<file path="src/rtl/tag_stream_src_if.sv">
// Byte-wide source slot of the host output multiplexer: request, select and data.
// No storage or latency; the mux consumes a byte in any cycle where select and request are both high.
// Back-pressure is the mux holding select low; the source keeps its byte and request stable meanwhile.
interface tag_stream_src_if;
    logic       omux_req_o;
    logic       omux_sel_i;
    logic [7:0] omux_data_o;

    modport master (
        output omux_req_o,
        output omux_data_o,
        input  omux_sel_i
    );

    modport slave (
        input  omux_req_o,
        input  omux_data_o,
        output omux_sel_i
    );
endinterface

</file>
<file path="src/rtl/tag_stream_src.sv">
// Buffers tagger timestamp records in a FIFO and streams them MSB-first, one byte per consume, to a mux slot.
// Latency: record strobed at edge N is counted at N, loaded into the holding register at N+1, requested after N+1.
// No back-pressure upstream: records arriving while the FIFO is full are dropped and counted (saturating).
module tag_stream_src #(
    parameter int RECORD_BYTES = 6,
    parameter int DEPTH        = 16,
    parameter int MAX_BURST    = 8
) (
    input  logic                          clk_i,
    input  logic                          nreset_i,
    input  logic                          en_i,
    input  logic [8*RECORD_BYTES-1:0]     rec_i,
    input  logic                          rec_valid_i,
    tag_stream_src_if.master              omux,
    output logic [$clog2(DEPTH):0]        fifo_level_o,
    output logic [15:0]                   lost_count_o,
    input  logic                          lost_clr_i
);

    localparam int W  = 8 * RECORD_BYTES;
    localparam int AW = $clog2(DEPTH);
    localparam int LW = AW + 1;
    localparam int BW = (RECORD_BYTES > 1) ? $clog2(RECORD_BYTES) : 1;
    localparam int CW = $clog2(MAX_BURST + 1);

    localparam logic [LW-1:0] LEVEL_FULL = LW'(DEPTH);
    localparam logic [BW-1:0] BIDX_LAST  = BW'(RECORD_BYTES - 1);
    localparam logic [CW-1:0] BURST_LAST = CW'(MAX_BURST - 1);

    logic [W-1:0]  r_mem [DEPTH];
    logic [AW-1:0] r_wptr;
    logic [AW-1:0] r_rptr;
    logic [LW-1:0] r_level;
    logic [W-1:0]  r_hold;
    logic          r_hold_valid;
    logic [BW-1:0] r_bidx;
    logic [CW-1:0] r_burst;
    logic          r_gap;
    logic [15:0]   r_lost;

    logic          w_req;
    logic          w_consume;
    logic          w_last;
    logic          w_wr;
    logic          w_drop;
    logic          w_pop;
    logic [7:0]    w_byte;

    // Level is the registered value: a pop in this cycle never frees a slot for this cycle's write.
    assign w_wr      = rec_valid_i && en_i && (r_level != LEVEL_FULL);
    assign w_drop    = rec_valid_i && en_i && (r_level == LEVEL_FULL);
    assign w_req     = r_hold_valid && !r_gap;
    assign w_consume = w_req && omux.omux_sel_i;
    assign w_last    = w_consume && (r_bidx == BIDX_LAST);
    assign w_pop     = (r_level != '0) && (!r_hold_valid || w_last);

    always_comb begin
        w_byte = '0;
        for (int i = 0; i < RECORD_BYTES; i++) begin
            if (r_bidx == BW'(RECORD_BYTES - 1 - i)) begin
                w_byte = r_hold[i*8 +: 8];
            end
        end
    end

    assign omux.omux_req_o  = w_req;
    assign omux.omux_data_o = w_byte;
    assign fifo_level_o     = r_level;
    assign lost_count_o     = r_lost;

    always_ff @(posedge clk_i) begin
        if (w_wr) begin
            r_mem[r_wptr] <= rec_i;
        end
    end

    always_ff @(posedge clk_i or negedge nreset_i) begin
        if (!nreset_i) begin
            r_wptr       <= '0;
            r_rptr       <= '0;
            r_level      <= '0;
            r_hold       <= '0;
            r_hold_valid <= 1'b0;
            r_bidx       <= '0;
            r_burst      <= '0;
            r_gap        <= 1'b0;
            r_lost       <= '0;
        end else begin
            if (w_wr) begin
                r_wptr <= r_wptr + AW'(1);
            end
            if (w_pop) begin
                r_rptr <= r_rptr + AW'(1);
            end

            case ({w_wr, w_pop})
                2'b10:   r_level <= r_level + LW'(1);
                2'b01:   r_level <= r_level - LW'(1);
                default: r_level <= r_level;
            endcase

            if (w_pop) begin
                r_hold       <= r_mem[r_rptr];
                r_hold_valid <= 1'b1;
            end else if (w_last) begin
                r_hold_valid <= 1'b0;
            end

            if (w_pop || w_last) begin
                r_bidx <= '0;
            end else if (w_consume) begin
                r_bidx <= r_bidx + BW'(1);
            end

            // A one-cycle request drop every MAX_BURST records lets the mux re-arbitrate.
            r_gap <= w_last && (r_burst == BURST_LAST);
            if (w_last) begin
                if (!w_pop || (r_burst == BURST_LAST)) begin
                    r_burst <= '0;
                end else begin
                    r_burst <= r_burst + CW'(1);
                end
            end

            if (w_drop) begin
                if (lost_clr_i) begin
                    r_lost <= 16'd1;
                end else if (r_lost != 16'hFFFF) begin
                    r_lost <= r_lost + 16'd1;
                end
            end else if (lost_clr_i) begin
                r_lost <= '0;
            end
        end
    end

endmodule

</file>
<file path="src/flat_wrapper.sv">
// flat-port wrapper written by rule: the top's interface ports become plain ports
module tag_stream_src_flat 
#(
    parameter int RECORD_BYTES = 6,
    parameter int DEPTH        = 16,
    parameter int MAX_BURST    = 8
)
  (clk_i, nreset_i, en_i, rec_i, rec_valid_i, fifo_level_o, lost_count_o, lost_clr_i, omux_omux_req_o, omux_omux_data_o, omux_omux_sel_i);
  tag_stream_src_if omux_i ();
  input  logic clk_i;
  input  logic nreset_i;
  input  logic en_i;
  input  logic [8*RECORD_BYTES-1:0] rec_i;
  input  logic rec_valid_i;
  output logic [$clog2(DEPTH):0] fifo_level_o;
  output logic [15:0] lost_count_o;
  input  logic lost_clr_i;
  output wire logic [$bits(omux_i.omux_req_o)-1:0] omux_omux_req_o;
  output wire logic [$bits(omux_i.omux_data_o)-1:0] omux_omux_data_o;
  input wire logic [$bits(omux_i.omux_sel_i)-1:0] omux_omux_sel_i;
  assign omux_omux_req_o = omux_i.omux_req_o;
  assign omux_omux_data_o = omux_i.omux_data_o;
  assign omux_i.omux_sel_i = omux_omux_sel_i;
  tag_stream_src #(.RECORD_BYTES(RECORD_BYTES), .DEPTH(DEPTH), .MAX_BURST(MAX_BURST)) u_core (.clk_i(clk_i), .nreset_i(nreset_i), .en_i(en_i), .rec_i(rec_i), .rec_valid_i(rec_valid_i), .omux(omux_i), .fifo_level_o(fifo_level_o), .lost_count_o(lost_count_o), .lost_clr_i(lost_clr_i));
endmodule
</file>
<file path="config.mk">
export PLATFORM = sky130hd
export DESIGN_NAME = tag_stream_src_flat
export DESIGN_NICKNAME = d
export VERILOG_FILES = /design/src/rtl/tag_stream_src_if.sv /design/src/rtl/tag_stream_src.sv /design/src/flat_wrapper.sv
export SDC_FILE = /design/constraint.sdc
export NUM_CORES = 1
export LEC_CHECK = 0
export ABC_AREA = 1
export CORE_AREA = 4 4 329 250
export DETAILED_ROUTE_END_ITERATION = 16
export DIE_AREA = 0 0 333 254
export SETUP_SLACK_MARGIN = 0.3
export SYNTH_ARGS = -nofsm -noshare
export SYNTH_HDL_FRONTEND = slang
export SYNTH_SLANG_ARGS = --single-unit
</file>
<file path="constraint.sdc">
create_clock -name clk_i -period 4.6 [get_ports clk_i]
set_input_delay 0.92 -clock clk_i [delete_from_list [all_inputs] [get_ports clk_i]]
set_output_delay 0.92 -clock clk_i [all_outputs]
set_load 0.05 [all_outputs]
</file>
## After elaboration in Yosys (flattened, before gate mapping)

Memories as Yosys holds them, arrays and structs flattened. A register that Yosys moved wholly into a read port is not among the register bits.
Cells that the tools add are included.
Widths: inputs -> output; s select.

- Bits in registers: 38
- Bits in latches: 0
- Memory bits (writable): 768
- ROM bits: 0
- Input port bits: 54
- Output and inout bits: 30
- Word-level logic and storage cells: 68
- Memories: 1

Memory list:

| name | words | width | read ports | clocked after memory_dff | wr ports | line | RTL |
|---|---|---|---|---|---|---|---|
| u_core.r_mem | 16 | 48 | 1 | 1 | 1 | tag_stream_src.sv:30 | `logic [W-1:0] r_mem [DEPTH];` |

- Add/subtract/negate cells: 7
- Multiply operators: 0
- Div/mod/pow operators: 0
- Magnitude comparators: 0
- Eq/ne operators: 11
- Shift-type cells: 0
- Multiplexer cells: 18
- Bitwise gates (word level): 0
- Reduce and logical (&&, ||, !) cells: 23

Operators with widths:

| operator | count |
|---|---|
| $mux 16 | 4 |
| $mux 8 | 6 |
| $add 16x1->16 const B | 1 |
| $ne 16x16->1 const B | 1 |
| $add 4x1->4 const B | 3 |
| $pmux 5 s2 | 1 |
| $reduce_bool 2->1 | 5 |
| $logic_and 1x1->1 | 8 |
| $eq 3x2->1 const B | 2 |
| $eq 3x3->1 const B | 2 |
| $mux 3 | 2 |
| $add 5x1->5 const B | 1 |
| $eq 5x5->1 const B | 1 |
| $ne 5x5->1 const B | 1 |
| $reduce_bool 5->1 | 1 |
| $sub 5x1->5 const B | 1 |
| $eq 4x3->1 const B | 1 |
| $logic_not 1->1 | 4 |
| $mux 1 | 4 |
| $mux 4 | 1 |
| $add 3x1->3 const B | 1 |
| $eq 3x1->1 const B | 1 |
| $logic_not 3->1 | 1 |
| $logic_or 1x1->1 | 3 |
| 3 further kinds | 3 |

## Longest topological paths before layout

Gate-level depths: netlist (run 1).

- Word-level depth: 9
- Mapped depth: 20

## Worst setup path after synthesis (run 1)

No wires, ideal clock.

- Path kind: input to register
- Start point: input rec_valid_i
- End point: memory u_core.r_mem[11][0] (netlist bit), enable pin
- Setup time: 0.454 ns
- Data arrival time: 3.376 ns
- Setup slack: 0.770 ns
- Stages: 6
- Buffers on the path: 0
- Cells stage by stage: nand2_1 > inv_1 > nand2_1 > nor2_1 > inv_1 > nor2_1

- Longest elaborated chain between the ends: 4

Ends and longest elaborated chain:

| what | line | RTL |
|---|---|---|
| start: declaration | flat_wrapper.sv:14 | `input logic rec_valid_i;` |
| $logic_and 1x1->1 (2 in series) | tag_stream_src.sv:50 | `assign w_wr = rec_valid_i && en_i && (r_level != LEVEL_FULL);` |
| $mux 1 | tag_stream_src.sv:72 | `if (w_wr) begin` |
| $mux 1 (implied by the code) | tag_stream_src.sv:73 | `r_mem[r_wptr] <= rec_i;` |
| end: declaration | tag_stream_src.sv:30 |  |

Every way passes these cells.

## Worst setup path in the final report (run 1)

- Start point: register u_core.r_bidx[2]
- End point: output omux_omux_data_o[3]

- Longest elaborated chain between the ends: 7
- Elaborated cells between the ends (all ways): 12
- Those cells by class: eq/ne: 5; mux: 6; reduce/logical: 1

Ends and longest elaborated chain:

| what | line | RTL |
|---|---|---|
| start: declaration | tag_stream_src.sv:36 | `logic [BW-1:0] r_bidx;` |
| start signal: assignment | tag_stream_src.sv:112 | `r_bidx <= r_bidx + BW'(1);` |
| $eq 3x3->1 | tag_stream_src.sv:60 | `if (r_bidx == BW'(RECORD_BYTES - 1 - i)) begin` |
| $mux 8 (5 in series) | tag_stream_src.sv:60 |  |
| $mux 8 (*) | tag_stream_src.sv:60 |  |
| end: declaration | flat_wrapper.sv:19 | `output wire logic [$bits(omux_i.omux_data_o)-1:0] omux_omux_data_o;` |

Every way passes the cells marked *; elsewhere a longest branch is shown, timed or not.

==> summary.md, run 1 <==
| Metric | Value |
|---|---|
| Status | completed |
| Final Hold Viols | 0 |
| Slew HR | 14.8% |
| Reg2reg path depth | 9 |
| Vias per cell | ~5.5 |
| Slew @ Worst Pin | ~1300 ps |
| Max-cap violations | 0 |
| Worst clock skew | around 23 ps |
| Final WS setup | 505 ps |
| Critical path data required time | 3680 ps |
| CP most frequent cell | nand3_1 |
| Commonest non-fill, non-tap cell in the layout | nand2_1 |
| Worst R2R Start | u_core.r_rptr[1] |
| CTS tree | done |
| CTS root buf | clkbuf_16 |
| Worst setup SP type | flop |
| Worst-Skew Late Latency | 660 ps |
| Final Power | between 20 and 25 mW |
| Clock slew at reported path FFs | roughly 60 ps |
| Area Overhead vs Synth | 12.3% |
| # setup viols final | 0 |
| CTS sink cnt | 854 |
| Slew Limit Fails | 0 |
| Global-route wire length before repair | ~140 mm |
| Routability cong. | 0.879 |
| Core ar. | just under 80000 sq um |
| Crit path cell chain | inv_2, ha_1, inv_1, or2_2, nand3_1, nand3_1, nand3_1, nand2_1, clkdlybuf4s50_1 |
| Mapped cell area | 35200 sq um |
| Synth cell types | 38 |
| Overall Global Routing Usage | 22.9% |
| Reg2reg end | u_core.r_hold[47] |
| Drt drc | 0 |
| Syn_area_per_cell | 11.6 sq um |
| Pin count of the biggest net entering global routing | 162 |
| Hold Crit Class | in2async |
| DIE AREA | between 80000 and 90000 sq um |
| Die Wd | 333 um |
| Slowest CP cell | clkdlybuf4s50_1 |
| Fmax | between 200 and 250 MHz |
| Placed Instances | 4033 |
| Yosys reg bits | 854 |
| Register area share after synthesis | a little under three quarters |
| Fin area | just under 40000 sq um |
| Worst endpoint data arrival time | 3170 ps |
| Placed Area | 36900 sq um |
| Clock Tree Buf Depth | 3 |
| Routed vias | about 23000 |
| Crit. End Element | output port |
| Worst hold margin | 374 ps |
| H-tree lvl count | 3 |
| CTS hold repair buffers | 0 |
| Worst IR Drop VDD | approximately 0.00073 V |
| Synth warnings | 0 |
| Starting DRC count in detailed routing | 2489 |
| Met3 Usage GRT | 6.15% |
| Io pins | 84 |
| WL final | 97.9 mm |
| Critical path peak fanout | 16 |
| PwrDens | ~600 nW/um^2 |
| GR Util met1 | 34.8% |
| Synthesized Nets | 3102 |
| Post-route ant nets | 0 |
| Finished Core Util | 50.3% |
| Critical Path Max Stage Delay | 800 ps |
| P_leak | 14.7 nW |
| Layout cell share with drive strength beyond 1 | 6.57% |
| Total negative slack | 0 ps |
| Final min period | 4090 ps |
| Detailed placement HPWL | 59.3 mm |
| Setup WS pre-CTS | roughly 1100 ps |
| Die height | between 200 and 300 um |
| Setup slack, reg-to-reg | 1550 ps |
| Part of the cycle the worst path needs | 89.0% |
| Port Buf Inserts | 83 |
| Num CTS Buffers | 84 |
| RSZ-0062 raised after global routing | no |
| WL per Instance | between 20 and 25 um |
| Initial antenna violation count | 3 |
| Gr ovfl total | 0 |
| Most frequent cells in the layout | 1147 x nand2_1, 768 x edfxtp_1, 517 x nand3_1 |
| Post-route insts no fill | approximately 4200 |
| FP Rows | around 90 |
| Grt met2 use | 33.4% |
| Busiest grt layer | met1 |
| Cell count after synthesis | 3031 |
| Kind of critical path | reg2out |
| Post-CTS setup buffers | 0 |
| Initial Util | 44.8% |
| Drt first pass iters | 5 |
| Vias in the first global route | about 22000 |
| Nets | 3144 |
-- synthesized netlist by cell type --
cell type | instances | share of area (%)
nand2_1 | 1147 | 12
edfxtp_1 | 768 | 65
nand3_1 | 517 | 7.3
dfrtp_1 | 86 | 6.1
buf_2 | 79 | 1.1
inv_1 | 53 | 0.56
a21oi_1 | 47 | 0.67
a21boi_0 | 43 | 0.92
o211ai_1 | 43 | 0.92
nor2_1 | 42 | 0.45
buf_6 | 33 | 1.1
clkbuf_1 | 27 | 0.29
o21ai_0 | 21 | 0.30
buf_4 | 19 | 0.40
nand4_1 | 19 | 0.34
ha_1 | 16 | 0.57
or2_2 | 14 | 0.25
buf_1 | 12 | 0.13
xor2_1 | 10 | 0.25
nor2_2 | 6 | 0.11
inv_2 | 5 | 0.053
clkinv_1 | 3 | 0.032
nand2_2 | 3 | 0.053
nor3_1 | 3 | 0.043
xnor2_1 | 2 | 0.050
a21o_1 | 1 | 0.021
a31oi_1 | 1 | 0.018
fa_1 | 1 | 0.057
inv_4 | 1 | 0.018
inv_6 | 1 | 0.025
nand2_4 | 1 | 0.032
nand3_2 | 1 | 0.028
nand3b_1 | 1 | 0.021
o21ai_1 | 1 | 0.014
o21bai_1 | 1 | 0.021
o31ai_1 | 1 | 0.021
o32ai_1 | 1 | 0.025
or2_1 | 1 | 0.018
-- critical path: cells and delay by family (launching register included) --
kind	cells	cell delay (ps)
buffers and inverters	3	1200
and+or+nand+nor	5	540
DFF	1	560
adders and majority gates	1	220
-- sequential cells by signal (all words and copies together), names as in the netlist --
| register | count |
|---|---|
| u_core.fifo_level_o | 5 |
| u_core.lost_count_o | 16 |
| u_core.r_bidx | 3 |
| u_core.r_burst | 4 |
| u_core.r_gap | 1 |
| u_core.r_hold | 48 |
| u_core.r_hold_valid | 1 |
| u_core.r_mem | 768 |
| u_core.r_rptr | 4 |
| u_core.r_wptr | 4 |
-- layer usage --
layer	up-vias	part of all wire (%)
met2	1001	43
met5	-	0.018
met4	2	1.7
met1	11416	45
li1	10634	-
met3	115	10
-- where the power goes --
part           internal (mW)  total, mW  switching [mW]
combinational           2.15       8.27            6.12
sequential              9.10       9.59           0.493
clock                   3.70       6.60            2.89
total                   15.0       24.5            9.50
-- layout make-up --
cell class              count  area, sq um
clock buffers             105         2210
well taps                1046         1310
repair buffers            126         1300
fillers                  6860        39100
inverters                  63          256
multi-input cells        1944         8840
clock inverters            44          403
flip-flops and latches    854        25200
diodes                      2         5.00
-- what timing repair did --
action                                  4_1_cts  5_1_grt
resized for setup                             0        4
hold endpoints to repair                      0        0
endpoints found under the setup margin        0        4
-- logic make-up after synthesis --
group,synth area share [%]
simple gates,20.9
compound gates,2.92
flops,71.6
fa+ha+maj,0.625
xor+xnor,0.298
buf+inv,3.69
-- worst max-delay path by stage --
stage                           startpoint  cells past startpoint  slack (ps)                   end
final                     u_core.r_bidx[2]                      9         510   omux_omux_data_o[3]
after global routing      u_core.r_bidx[2]                      9         300   omux_omux_data_o[2]
after CTS                 u_core.r_bidx[2]                      9         480   omux_omux_data_o[4]
after detailed placement       rec_valid_i                      8        1100  u_core.r_mem[10][47]
after global placement         rec_valid_i                      8        1160  u_core.r_mem[10][47]
after floorplan                rec_valid_i                      6         770   u_core.r_mem[11][0]
Note: power is estimated with default switching activity, not from simulation.
==> run 2, diff against run 1 <==
--- a/config.mk
+++ b/config.mk
@@ -6,9 +6,9 @@
 export NUM_CORES = 1
 export LEC_CHECK = 0
 export ABC_AREA = 1
-export CORE_AREA = 4 4 329 250
+export CORE_AREA = 2 2 327 248
 export DETAILED_ROUTE_END_ITERATION = 16
-export DIE_AREA = 0 0 333 254
+export DIE_AREA = 0 0 329 250
 export SETUP_SLACK_MARGIN = 0.3
 export SYNTH_ARGS = -nofsm -noshare
 export SYNTH_HDL_FRONTEND = slang
==> constraint.sdc (replaced) <==
create_clock -name clk_i -period 4.6 [get_ports clk_i]
set_input_delay 0.92 -clock clk_i [delete_from_list [all_inputs] [get_ports clk_i]]
set_output_delay 0.92 -clock clk_i [all_outputs]
set_load 0.01 [all_outputs]
==> run 2 against run 1 <==
Via count fell by 1.2%. Critical path depth grew 1. Die area is 2.8% lower. Core utilization down 0.39 points. Sequential power about the same. Sequential share of layout area decreased by 0.13 points. Non-clock buffer count up 4. First-iteration DRC count grew 2.6%. Largest power group unchanged.
==> summary.md, run 2 (synthesis gave the netlist of run 1 again) <==
| Metric | Value |
|---|---|
| Status | completed |
| DIE AREA | 82300 sq um (-2.8%) |
| Detailed placement HPWL | 50.8 mm (-14%) |
| Die height | 250 um (-1.6%) |
| Post-route ant nets | 0 (unchanged) |
| Overall Global Routing Usage | 22.1% (-0.87 points) |
| CTS sink cnt | 854 (unchanged) |
| Nets | 3149 (+0.16%) |
| Hold Crit Class | in2async |
| H-tree lvl count | 3 (unchanged) |
| CTS tree | done |
| Most frequent cells in the layout | 1147 x nand2_1, 768 x edfxtp_1, 517 x nand3_1 |
| P_int | 15.0 mW (+0.41%) |
| Pin count of the biggest net entering global routing | 205 (+27%) |
| Vias in the first global route | 21964 (+1.1%) |
| Crit path cell chain | inv_1, ha_1, clkinv_1, nor2_2, inv_1, o21ai_0, inv_1, nand2_1, nand2_1, clkdlybuf4s50_1 |
| CTS hold repair buffers | 0 (unchanged) |
| Part of the cycle the worst path needs | 88.8% (-0.23 points) |
| Slew Limit Fails | 0 (unchanged) |
| FP Rows | 90 (+1.1%) |
| Commonest non-fill, non-tap cell in the layout | nand2_1 |
| Worst IR Drop VDD | 0.000554 V (-24%) |
| Drt first pass iters | 5 (unchanged) |
| Io pins | 84 (unchanged) |
| WL final | 90.2 mm (-7.9%) |
| Delay-heaviest family, CP | buffers and inverters |
| Worst endpoint data arrival time | 3160 ps (about the same) |
| Initial Util | 44.4% (-0.44 points) |
| Worst setup SP type | flop |
| Max-cap violations | 0 (unchanged) |
| Sequential share of power | 40.3% (+1.1 points) |
| Layout cell share with drive strength beyond 1 | 6.90% (+0.33 points) |
| Crit. End Element | output port |
| Largest reg by FF count | u_core.r_mem |
| Gr ovfl total | 0 (unchanged) |
| WL per Instance | 21.4 um (-8.4%) |
| Die Wd | 329 um (-1.2%) |
| Port Buf Inserts | 83 (unchanged) |
| Critical path data required time | 3680 ps (about the same) |
| Vias per cell | 5.44 (-1.7%) |
| PwrDens | 600 nW/um^2 (-3.0%) |
| RSZ-0062 raised after global routing | no |
| Sw Ratio | 36.8% (-2.0 points) |
| CTS root buf | clkbuf_16 |
| Slew @ Worst Pin | 1130 ps (-141 ps) |
| Critical path peak fanout | 9 (-7) |
| Initial antenna violation count | 1 (-2) |
| Worst-Skew Late Latency | 640 ps (-20 ps) |
| Kind of critical path | reg2out |
| Final Power | 23.8 mW (-2.8%) |
| Routability cong. | 0.878 (-0.20%) |
| Post-CTS setup buffers | 0 (unchanged) |
| Worst clock skew | 26.4 ps (+3.72 ps) |
| Global-route wire length before repair | 138 mm (-5.0%) |
| Core ar. | 79400 sq um (+0.98%) |
| Drt drc | 0 (unchanged) |
| Area Overhead vs Synth | 12.5% |
| Total negative slack | 0 ps (unchanged) |
| Max reg flops | 768 (unchanged) |
| Combinational share of power | 31.8% (-2.0 points) |
| Filler cell count | 6914 (+0.79%) |
| Placed Instances | 4049 (+0.40%) |
| Slowest CP cell | clkdlybuf4s50_1 |
| P_leak | 14.7 nW (about the same) |
| Routed vias | 22889 (-1.2%) |
| Post-CTS sizing | 0 (unchanged) |
| Clock slew at reported path FFs | 60 ps (about the same) |
| Final min period | 4080 ps (-10.6 ps) |
| Final Hold Viols | 0 (unchanged) |
| Post-route insts no fill | 4204 (+0.48%) |
| Num CTS Buffers | 85 (+1.2%) |
| Critical Path Max Stage Delay | 500 ps (-300 ps) |
| CP most frequent cell | inv_1 |
| # setup viols final | 0 (unchanged) |
| Clock Tree Buf Depth | 3 (unchanged) |
| NetSw | 8.75 mW (-8.0%) |
| Setup WS pre-CTS | 1140 ps (+40.0 ps) |
| Clock power share | 27.9% (+0.9 points) |
| Final WS setup | 516 ps (+10.6 ps) |
| Slew HR | 24.4% (+9.6 points) |
| Fmax | 245 MHz (+0.26%) |
| Starting DRC count in detailed routing | 2553 (+2.6%) |
| Worst path bufs/invs | 5 (+2) |
| ANT cells | 0 (-2) |
==> run 2: metrics by stage <==
step	instance area (sq um)	utilization, %	hold slack [ps]
2_1_floorplan	35200	-	441
3_3_place_gp	37000	46.6	473
3_5_place_dp	37000	46.6	467
4_1_cts	39600	49.9	433
5_1_grt	39600	49.9	454
6_report	39600	49.9	396
==> run 2: worst paths after layout <==
path / start / endpoint / slack, ps / cells after the start
setup / recovery: u_core.r_bidx[0] / omux_omux_data_o[7] / 520 / 10
hold / removal: nreset_i / u_core.fifo_level_o[2] / 400 / 1
setup reg to reg: u_core.r_bidx[1] / u_core.fifo_level_o[4] / 1790 / 18
hold reg to reg: u_core.r_hold[20] / u_core.r_hold[20] / 480 / 2
max in group asynchronous: nreset_i / u_core.r_rptr[0] / 3330 / 2
min in group clk_i: u_core.r_hold[20] / u_core.r_hold[20] / 480 / 2
==> run 2: final cells by class <==
type / instances / area, sq um / area share (%)
tap: 1058 / 1320 / 3.34
inverter: 63 / 256 / 0.647
timing repair buffer: 130 / 1340 / 3.39
sequential: 854 / 25200 / 63.6
clock buffer: 123 / 2400 / 6.06
multi-input combinational: 1944 / 8840 / 22.3
clock inverter: 32 / 238 / 0.600
==> run 2: routing by layer <==
layer	global-route usage [%]	wire, um	up-vias
met1	33.6	41700	11300
met5	0	0	-
li1	-	-	10636
met2	32.9	39800	841
met3	3.69	6860	112
met4	5.38	1780	0
==> run 2: power groups by stage <==
stage                     clock network [mW]  registers, mW  logic [mW]
after detailed placement                   0           9.73        7.53
after floorplan                            0           9.46        5.33
after global placement                     0           9.73        7.43
final                                   6.63           9.59        7.55
after global routing                    7.03           9.64        8.42
after CTS                               6.75           9.58        7.56
==> run 3, diff against run 2 <==
--- a/config.mk
+++ b/config.mk
@@ -6,9 +6,9 @@
 export NUM_CORES = 1
 export LEC_CHECK = 0
 export ABC_AREA = 1
-export CORE_AREA = 2 2 327 248
+export CORE_AREA = 4 4 329 250
 export DETAILED_ROUTE_END_ITERATION = 16
-export DIE_AREA = 0 0 329 250
+export DIE_AREA = 0 0 333 254
 export SETUP_SLACK_MARGIN = 0.3
 export SYNTH_ARGS = -nofsm -noshare
 export SYNTH_HDL_FRONTEND = slang
==> run 3 against run 2 <==
First-iteration DRC count up 17%. Cell count decreased by 0.29%. Flip-flop and latch count unchanged. Hold slack worse by 51 ps. Worst setup slack improved by 230 ps. Clock skew up 19 ps. Via count increased by 2.4%.
==> summary.md, run 3 (synthesis gave the netlist of run 1 again) <==
| Metric | Value |
|---|---|
| Core ar. | 78600 sq um (-0.97%) |
| Routed vias | 23427 (+2.4%) |
| Drt first pass iters | 5 (unchanged) |
| Sw Ratio | 38.2% (+1.4 points) |
| FF/Latch Area | 25200 sq um (unchanged) |
| RSZ-0062 raised after global routing | no |
| Largest reg by FF count | u_core.r_mem |
| Num CTS Buffers | 84 (-1.2%) |
| Commonest non-fill, non-tap cell in the layout | nand2_1 |
| Area of the multi-input gates | 8840 sq um (unchanged) |
| Worst setup SP type | flop |
| Area Overhead vs Synth | 12.8% |
| Routability cong. | 0.907 (+3.4%) |
| Gr ovfl total | 0 (unchanged) |
| Combinational share of power | 33.0% (+1.2 points) |
| Worst IR Drop VDD | 0.000531 V (-4.2%) |
| P_leak | 14.8 nW (+0.54%) |
| # setup viols final | 0 (unchanged) |
| Clock Tree Buf Depth | 3 (unchanged) |
| Slew Limit Fails | 0 (unchanged) |
| Most frequent cells in the layout | 1147 x nand2_1, 768 x edfxtp_1, 517 x nand3_1 |
| Filler cell count | 6965 (+0.74%) |
| ANT cells | 0 (unchanged) |
| Layout cell share with drive strength beyond 1 | 7.09% (+0.19 points) |
| Critical path peak fanout | 9 (unchanged) |
| H-tree lvl count | 3 (unchanged) |
| CTS root buf | clkbuf_16 |
| Reg2reg path depth | 8 (-10) |
| Io pins | 84 (unchanged) |
| Max-cap violations | 0 (unchanged) |
| Overall Global Routing Usage | 23.2% (+1.1 points) |
| Post-CTS sizing | 0 (unchanged) |
| Total negative slack | 0 ps (unchanged) |
| Status | completed |
| Reg2reg end | u_core.r_hold[14] |
| Final Hold Viols | 0 (unchanged) |
| Max reg flops | 768 (unchanged) |
| Post-CTS setup buffers | 0 (unchanged) |
| Port Buf Inserts | 83 (unchanged) |
| Starting DRC count in detailed routing | 2987 (+17%) |
| CTS sink cnt | 854 (unchanged) |
| WL per Instance | 23.7 um (+10%) |
| Die Wd | 333 um (+1.2%) |
| WL final | 99.2 mm (+10%) |
| Fin area | 39800 sq um (+0.31%) |
| Pin count of the biggest net entering global routing | 204 (-0.49%) |
| Fmax | 260 MHz (+6.1%) |
| Kind of critical path | reg2out |
| FP Rows | 89 (-1.1%) |
| Sequential share of power | 38.4% (-1.9 points) |
| NetSw | 9.49 mW (+8.5%) |
| Part of the cycle the worst path needs | 83.7% (-5.1 points) |
| PwrDens | 626 nW/um^2 (+4.4%) |
| Post-route insts no fill | 4192 (-0.29%) |
| Clock slew at reported path FFs | 60 ps (about the same) |
| Slew HR | 22.9% (-1.5 points) |
| Worst R2R Start | u_core.r_rptr[0] |
| Initial Util | 44.8% (+0.44 points) |
| Final min period | 3850 ps (-233 ps) |
| Crit. End Element | output port |
| Hold Crit Class | in2async |
| Worst endpoint data arrival time | 2930 ps (-230 ps) |
| Global-route wire length before repair | 146 mm (+5.8%) |
| Worst clock skew | 45.7 ps (+19.2 ps) |
| Post-route ant nets | 0 (unchanged) |
| Vias in the first global route | 21865 (-0.45%) |
| Setup slack, reg-to-reg | 1700 ps (-90 ps) |
| Vias per cell | 5.59 (+2.6%) |
| Placed Area | 36900 sq um (-0.24%) |
| CTS tree | done |
| Clock power share | 28.6% (+0.7 points) |
| Detailed placement HPWL | 61.1 mm (+20%) |
| Slew @ Worst Pin | 1160 ps (+21.1 ps) |
| CTS hold repair buffers | 0 (unchanged) |
| Critical path data required time | 3680 ps (about the same) |
| DIE AREA | 84600 sq um (+2.8%) |
| Drt drc | 0 (unchanged) |
| Initial antenna violation count | 3 (+2) |
| Placed Instances | 4034 (-0.37%) |
| Worst-Skew Late Latency | 660 ps (+20 ps) |
| P_int | 15.4 mW (+2.4%) |
| Nets | 3145 (-0.13%) |
| Die height | 254 um (+1.6%) |
## run 3: power by group through the flow
stage / logic [mW] / clock network [mW] / registers, mW
final: 8.22 / 7.11 / 9.56
after global routing: 8.98 / 7.54 / 9.61
after CTS: 8.11 / 7.21 / 9.56
after detailed placement: 8.08 / 0 / 9.72
after global placement: 8.00 / 0 / 9.72
after floorplan: 5.33 / 0 / 9.46
## run 3: layer usage
| metal | track usage, % | wire length, um |
|---|---|---|
| met1 | 36.2 | 44900 |
| met2 | 32.8 | 41400 |
| met3 | 5.86 | 11200 |
| met4 | 4.83 | 1740 |
| met5 | 0 | 0 |
## run 3: through the flow
step | total power, mW | hold WS, ps | setup WS (ps) | util (%)
floorplan | 14.8 | 441 | 772 | -
global placement | 17.7 | 477 | 1150 | 46.9
detailed placement | 17.8 | 471 | 1150 | 46.9
CTS | 24.9 | 347 | 714 | 50.6
global route | 26.1 | 387 | 474 | 50.6
finish | 24.9 | 345 | 749 | 50.6
## run 3: critical path: stages, from the launching register on
cell	delay [ps]
dfrtp_1	410
inv_1	130
ha_1	190
clkinv_1	240
nor2_2	360
inv_1	210
o21ai_0	120
inv_1	60
nand2_1	60
nand2_1	60
clkdlybuf4s50_1	470
## run 3: cell type report
type / count / share of cell area (%)
Clock inverter: 54 / 1.51
Multi-Input combinational cell: 1944 / 22.2
Inverter: 63 / 0.645
Sequential cell: 854 / 63.5
Tap cell: 1046 / 3.29
Timing Repair Buffer: 127 / 3.20
Clock buffer: 104 / 5.66
## run 3: how the worst max path moves through the flow
stage                     startpoint                    to  slack, ps  cells after the start
floorplan                rec_valid_i   u_core.r_mem[11][0]        770                      6
global placement         rec_valid_i  u_core.r_mem[14][22]       1150                      8
detailed placement       rec_valid_i  u_core.r_mem[10][47]       1150                      8
CTS                 u_core.r_bidx[0]   omux_omux_data_o[7]        710                     10
global route        u_core.r_bidx[0]   omux_omux_data_o[7]        470                     10
finish              u_core.r_bidx[0]   omux_omux_data_o[7]        750                     10
